## src/rtl/irq_pkg.sv

```systemverilog
// Shared types and constants for the interrupt arbiter slice.
package irq_pkg;

  typedef enum logic [1:0] {
    IDLE,
    REQ,
    SERVICE
  } irq_state_t;

  localparam int unsigned SRC_KBD      = 0;
  localparam int unsigned SRC_SPI      = 1;
  localparam int unsigned SRC_DISP     = 2;
  localparam int unsigned SRC_EXT      = 3;
  localparam int unsigned NSRC_DEFAULT = 4;

endpackage

```

## src/rtl/irq_sync_edge.sv

```systemverilog
// One interrupt source: optional 2-flop synchronizer, then either a registered
// level follower or a rising-edge detector feeding a sticky pending bit.
module irq_sync_edge #(
  parameter bit IsEdge = 1'b0,
  parameter bit IsSync = 1'b0
) (
  input  logic clk_i,
  input  logic rst_ni,
  input  logic src_i,
  input  logic clr_i,
  output logic pend_o
);

  logic src_s;
  logic pend_q, pend_d;

  if (IsSync) begin : g_sync
    logic [1:0] sync_q;
    always_ff @(posedge clk_i or negedge rst_ni) begin
      if (!rst_ni) begin
        sync_q <= '0;
      end else begin
        sync_q <= {sync_q[0], src_i};
      end
    end
    assign src_s = sync_q[1];
  end else begin : g_nosync
    assign src_s = src_i;
  end

  if (IsEdge) begin : g_edge
    logic prev_q;
    always_ff @(posedge clk_i or negedge rst_ni) begin
      if (!rst_ni) begin
        prev_q <= 1'b0;
      end else begin
        prev_q <= src_s;
      end
    end
    // A new edge in the same cycle as a clear keeps the bit pending.
    always_comb begin
      pend_d = pend_q;
      if (clr_i) pend_d = 1'b0;
      if (src_s && !prev_q) pend_d = 1'b1;
    end
  end else begin : g_level
    logic unused_clr;
    assign unused_clr = clr_i;
    assign pend_d = src_s;
  end

  always_ff @(posedge clk_i or negedge rst_ni) begin
    if (!rst_ni) begin
      pend_q <= 1'b0;
    end else begin
      pend_q <= pend_d;
    end
  end

  assign pend_o = pend_q;

endmodule

```

## src/rtl/irq_arbiter.sv

```systemverilog
// Priority interrupt arbiter: masks pending sources, raises one registered
// request to the CPU, latches the winner on acknowledge and releases on EOI.
module irq_arbiter
  import irq_pkg::*;
#(
  parameter int unsigned     NSRC        = NSRC_DEFAULT,
  parameter logic [NSRC-1:0] EDGE_MASK   = 4'b1010,
  parameter logic [NSRC-1:0] SYNC_MASK   = 4'b1000,
  parameter bit              ROUND_ROBIN = 1'b0
) (
  input  logic                    clk,
  input  logic                    rst_n,
  input  logic [NSRC-1:0]         src_in,
  input  logic                    ien,
  input  logic                    irq_ack,
  input  logic                    eoi,
  input  logic                    mask_we,
  input  logic [NSRC-1:0]         mask_wdata,
  output logic                    irq_o,
  output logic [$clog2(NSRC)-1:0] src_id,
  output logic                    src_valid,
  output logic [NSRC-1:0]         pend_o,
  output logic [NSRC-1:0]         mask_o
);

  localparam int unsigned IdW = $clog2(NSRC);

  irq_state_t      state_q, state_d;
  logic [NSRC-1:0] pend, elig, clr;
  logic [NSRC-1:0] mask_q, mask_d;
  logic [IdW-1:0]  src_id_q, src_id_d;
  logic [IdW-1:0]  rr_ptr_q, rr_ptr_d;
  logic [IdW-1:0]  start, winner;
  logic            found;
  logic            irq_q;

  for (genvar i = 0; i < NSRC; i++) begin : g_src
    irq_sync_edge #(
      .IsEdge (EDGE_MASK[i]),
      .IsSync (SYNC_MASK[i])
    ) u_src (
      .clk_i  (clk),
      .rst_ni (rst_n),
      .src_i  (src_in[i]),
      .clr_i  (clr[i]),
      .pend_o (pend[i])
    );
  end

  // mask_q is the pre-write value, so a write coinciding with ack is not seen here.
  assign elig  = pend & mask_q;
  assign start = ROUND_ROBIN ? rr_ptr_q : '0;

  always_comb begin
    int unsigned idx;
    winner = '0;
    found  = 1'b0;
    idx    = 0;
    for (int unsigned i = 0; i < NSRC; i++) begin
      idx = i + 32'(start);
      if (idx >= NSRC) idx = idx - NSRC;
      if (!found && elig[idx]) begin
        found  = 1'b1;
        winner = IdW'(idx);
      end
    end
  end

  assign mask_d = mask_we ? mask_wdata : mask_q;

  always_comb begin
    state_d  = state_q;
    src_id_d = src_id_q;
    rr_ptr_d = rr_ptr_q;
    clr      = '0;
    unique case (state_q)
      IDLE: begin
        if ((elig != '0) && ien) state_d = REQ;
      end
      REQ: begin
        if (irq_ack) begin
          state_d  = SERVICE;
          src_id_d = winner;
        end else if ((elig == '0) || !ien) begin
          state_d = IDLE;
        end
      end
      SERVICE: begin
        if (eoi) begin
          state_d       = IDLE;
          clr[src_id_q] = 1'b1;
          rr_ptr_d      = (src_id_q == IdW'(NSRC - 1)) ? '0 : src_id_q + 1'b1;
        end
      end
      default: state_d = IDLE;
    endcase
  end

  always_ff @(posedge clk or negedge rst_n) begin
    if (!rst_n) begin
      state_q <= IDLE;
    end else begin
      state_q <= state_d;
    end
  end

  always_ff @(posedge clk or negedge rst_n) begin
    if (!rst_n) begin
      mask_q   <= '0;
      src_id_q <= '0;
      rr_ptr_q <= '0;
      irq_q    <= 1'b0;
    end else begin
      mask_q   <= mask_d;
      src_id_q <= src_id_d;
      rr_ptr_q <= rr_ptr_d;
      irq_q    <= (state_d == REQ);
    end
  end

  assign irq_o     = irq_q;
  assign src_id    = src_id_q;
  assign src_valid = (state_q == SERVICE);
  assign pend_o    = pend;
  assign mask_o    = mask_q;

endmodule

```

## config.mk

```make
export PLATFORM = sky130hd
export DESIGN_NAME = irq_arbiter
export DESIGN_NICKNAME = d
export VERILOG_FILES = /design/src/rtl/irq_pkg.sv /design/src/rtl/irq_sync_edge.sv /design/src/rtl/irq_arbiter.sv
export SDC_FILE = /design/constraint.sdc
export NUM_CORES = 1
export LEC_CHECK = 0
export BUFFER_PORTS_ARGS = -buffer_cell sky130_fd_sc_hd__buf_2
export CORE_MARGIN = 3
export CORE_UTILIZATION = 35
export DETAILED_ROUTE_END_ITERATION = 6
export SLEW_MARGIN = 20
export SYNTH_ARGS = -nofsm -noshare
export SYNTH_HDL_FRONTEND = slang
export SYNTH_SLANG_ARGS = --single-unit
```

## constraint.sdc

```tcl
create_clock -name clk -period 1.8 [get_ports clk]
set_clock_uncertainty 0.1 [all_clocks]
set_input_delay 0.18 -clock clk [delete_from_list [all_inputs] [get_ports clk]]
set_output_delay 0.18 -clock clk [all_outputs]
set_load 0.01 [all_outputs]
```

==> metrics.csv <==
metric;value;unit
outcome;complete, no violations;
crit start category;flip-flop;
power density cells;944.3;nW/um^2
GRT Total Usage;11.87;%
post-synthesis async set-or-reset flop share;100.0;%
Post-Syn Nets;63;
Crit. End Element;output port;
layout cells sized above 1;35.37;%
largest net degree at the start of global routing;18;
initial antenna violation count;0;
Initial Util;37.63;%
CP bufs+invs;2;
CP max FO;5;
drt drc;0;
placed cell count;95;
Max Root-Sink Buffers;2;
die height;49.32;um
Netlist cell types;14;
area of the multi-input gates;186.4;um^2
CTS tree;done;
FF/Latch Area;425.4;um^2
Hold Path Class;in -> reg;
DR iter-0 viols;4;
Reg2Reg Setup Slack;0.70;ns
Commonest cells post-synth;17 x dfrtp_1, 6 x o21ai_1, 4 x buf_4, 4 x inv_1, 4 x mux2_1;
internal power;0.6062;mW
RSZ-0062 raised after global routing;false;
Reg power frac;56.6;%
CP peak stage delay;0.44;ns
Design Power;0.8400;mW
number of synthesized flops with an enable pin;0;
Clk pwr share;23.1;%
WP data required;1.52;ns
Worst slew margin;75.00;%
ant diodes;0;
Synth area leaders;dfrtp_1 65%, mux2_1 6.9%, o21ai_1 4.6%;
Initial DRT Pass Iterations;3;
Detailed Place HPWL;920.4;um
remaining antenna violation count;0;
CP Class;reg -> out;
register area share after synthesis;64.76;%
PnR worst setup slack;0.4354;ns
Die Wd;49.32;um
CP arrival;1.08;ns
clk sinks;17;
Warnings, synthesis;0;
Final Hold Viols;0;
post-CTS sizing;0;
leakage;0.4379;nW
Mean Syn Cell Area;13.41;um^2
TritonCTS Buffers;3;
# IOs;26;
Synth Register Bits;17;
first-pass GRT wire length;2180;um
Post-Route WL;1288;um
P_sw;0.2339;mW
worst skew pair latency;0.28;ns
power share of the combinational group;20.3;%
number of fill cells in the layout;152;
dpl ws;0.7222;ns
Placed Area;783.3;um^2
Worst-Margin Slew;0.3750;ns
critical path's slowest cell;dfrtp_1;
Max Clock Freq;732.8;MHz
Die ar.;2432;um^2
Yosys top cell by area;dfrtp_1;
Synth Flop Type;dfrtp_1;
clock root buffer;clkbuf_4;
final instance area;889.6;um^2
Sw Ratio;27.84;%
# rows;15;
setup bufs post-CTS;0;
CTS H-tree lvls;1;
Yosys top cell area share;64.76;%
final core occ;50.97;%
Vias;490;
VDD IR-drop max;0.4291;mV
WHS;0.01519;ns
CORE AREA;1745;um^2
Non-Filler Instances;107;
Max Cap Viol;0;
vias in the first global route;534;
setup_tns;0;ns
crit-path leading delay family;flip-flops;
synthesized area;656.9;um^2
Post-layout nets;97;
CTS clk-pin slew, worst paths;0.09;ns
routed length per instance;12.04;um
Final Cycle Share;75.81;%
Tmin final;1.365;ns
Syn Inst Count;49;
Setup violations, final;0;
RD Place Congestion;0.7262;
Slew Limit Fails;0;
vias per inst;4.579;
Buffers on Ports;25;
count leader, synth;dfrtp_1;
Synth-to-Final Area Change;35.43;%
worst path cell trace;nand2b_1 > inv_1 > buf_2;
total gr overflow;0;
-- cell type report --
| class | instances | area share [%] |
|---|---|---|
| Clock buffer | 4 | 2.954 |
| Timing Repair Buffer | 33 | 23.07 |
| Multi-Input combinational cell | 24 | 20.96 |
| Tap cell | 25 | 3.516 |
| Inverter | 4 | 1.688 |
| Sequential cell | 17 | 47.82 |
-- power by group through the flow --
stage	combinational [mW]	sequential, mW	clock [mW]
global route	0.186	0.484	0.222
CTS	0.171	0.475	0.207
floorplan	0.0792	0.487	0
global placement	0.156	0.481	0
finish	0.170	0.476	0.194
detailed placement	0.158	0.483	0
-- layer usage --
metal	track usage [%]	part of all wire, %	routed length (um)	up-vias
met4	7.109	0	0	0
li1	-	-	-	241
met3	3.058	5.9	76	0
met2	19.20	49	633	17
met5	0	0	0	-
met1	14.01	45	578	232
-- logic make-up (layout without fill, tap and decap cells) --
group                  after synthesis  after routing  share of synthesized area (%)
AND/OR/NAND/NOR                      7              7                          8.382
flip-flops                          17             17                          64.76
multiplexers                         4              4                          6.857
buffers and inverters                8             41                          6.857
AO/OA/AOI/OAI                       13             13                          13.14
-- final timing paths --
path / start / to / cells after the start
hold / removal: mask_wdata[3] / mask_o[3]$_DFFE_PN0P_ / 2
hold reg to reg: g_src[3].u_src.g_sync.sync_q[0]$_DFF_PN0_ / g_src[3].u_src.g_sync.sync_q[1]$_DFF_PN0_ / 0
min in group asynchronous: rst_n / irq_o$_DFF_PN0_ / 2
setup / recovery: state_q[0]$_DFF_PN0_ / src_valid / 3
setup reg to reg: mask_o[1]$_DFFE_PN0P_ / src_id[1]$_DFFE_PN0P_ / 3
max in group asynchronous: rst_n / g_src[2].u_src.pend_o$_DFF_PN0_ / 2
-- repair_timing --
action | CTS | global route
hold endpoints to repair | 23 | 1
endpoints found under the setup margin | 0 | 0
hold buffers | 7 | 1
-- sequential cells by signal (all words and copies together) (netlist names) --
signal / count
src_id: 2
g_src.u_src.pend_o: 4
mask_o: 4
g_src.u_src.g_sync.sync_q: 2
state_q: 2
irq_o: 1
g_src.u_src.g_edge.prev_q: 2
-- worst register-to-register path, stage by stage, from the launching register on --
cell      delay, ns
dfrtp_1        0.43
a22oi_1        0.30
nand2b_1       0.09
o21ai_1        0.12
-- placed cells by master (no fill, tap or decap), drive strengths merged --
cell type	n
nand4b	1
nand2b	3
dfrtp	17
a221oi	2
o21ai	6
dlygate4sd3	8
mux2	4
a32o	1
clkbuf	4
inv	4
a22oi	2
nand3b	1
nand2	2
a22o	1
buf	25
a21oi	1
No activity file was read; power rests on OpenSTA's default activity.
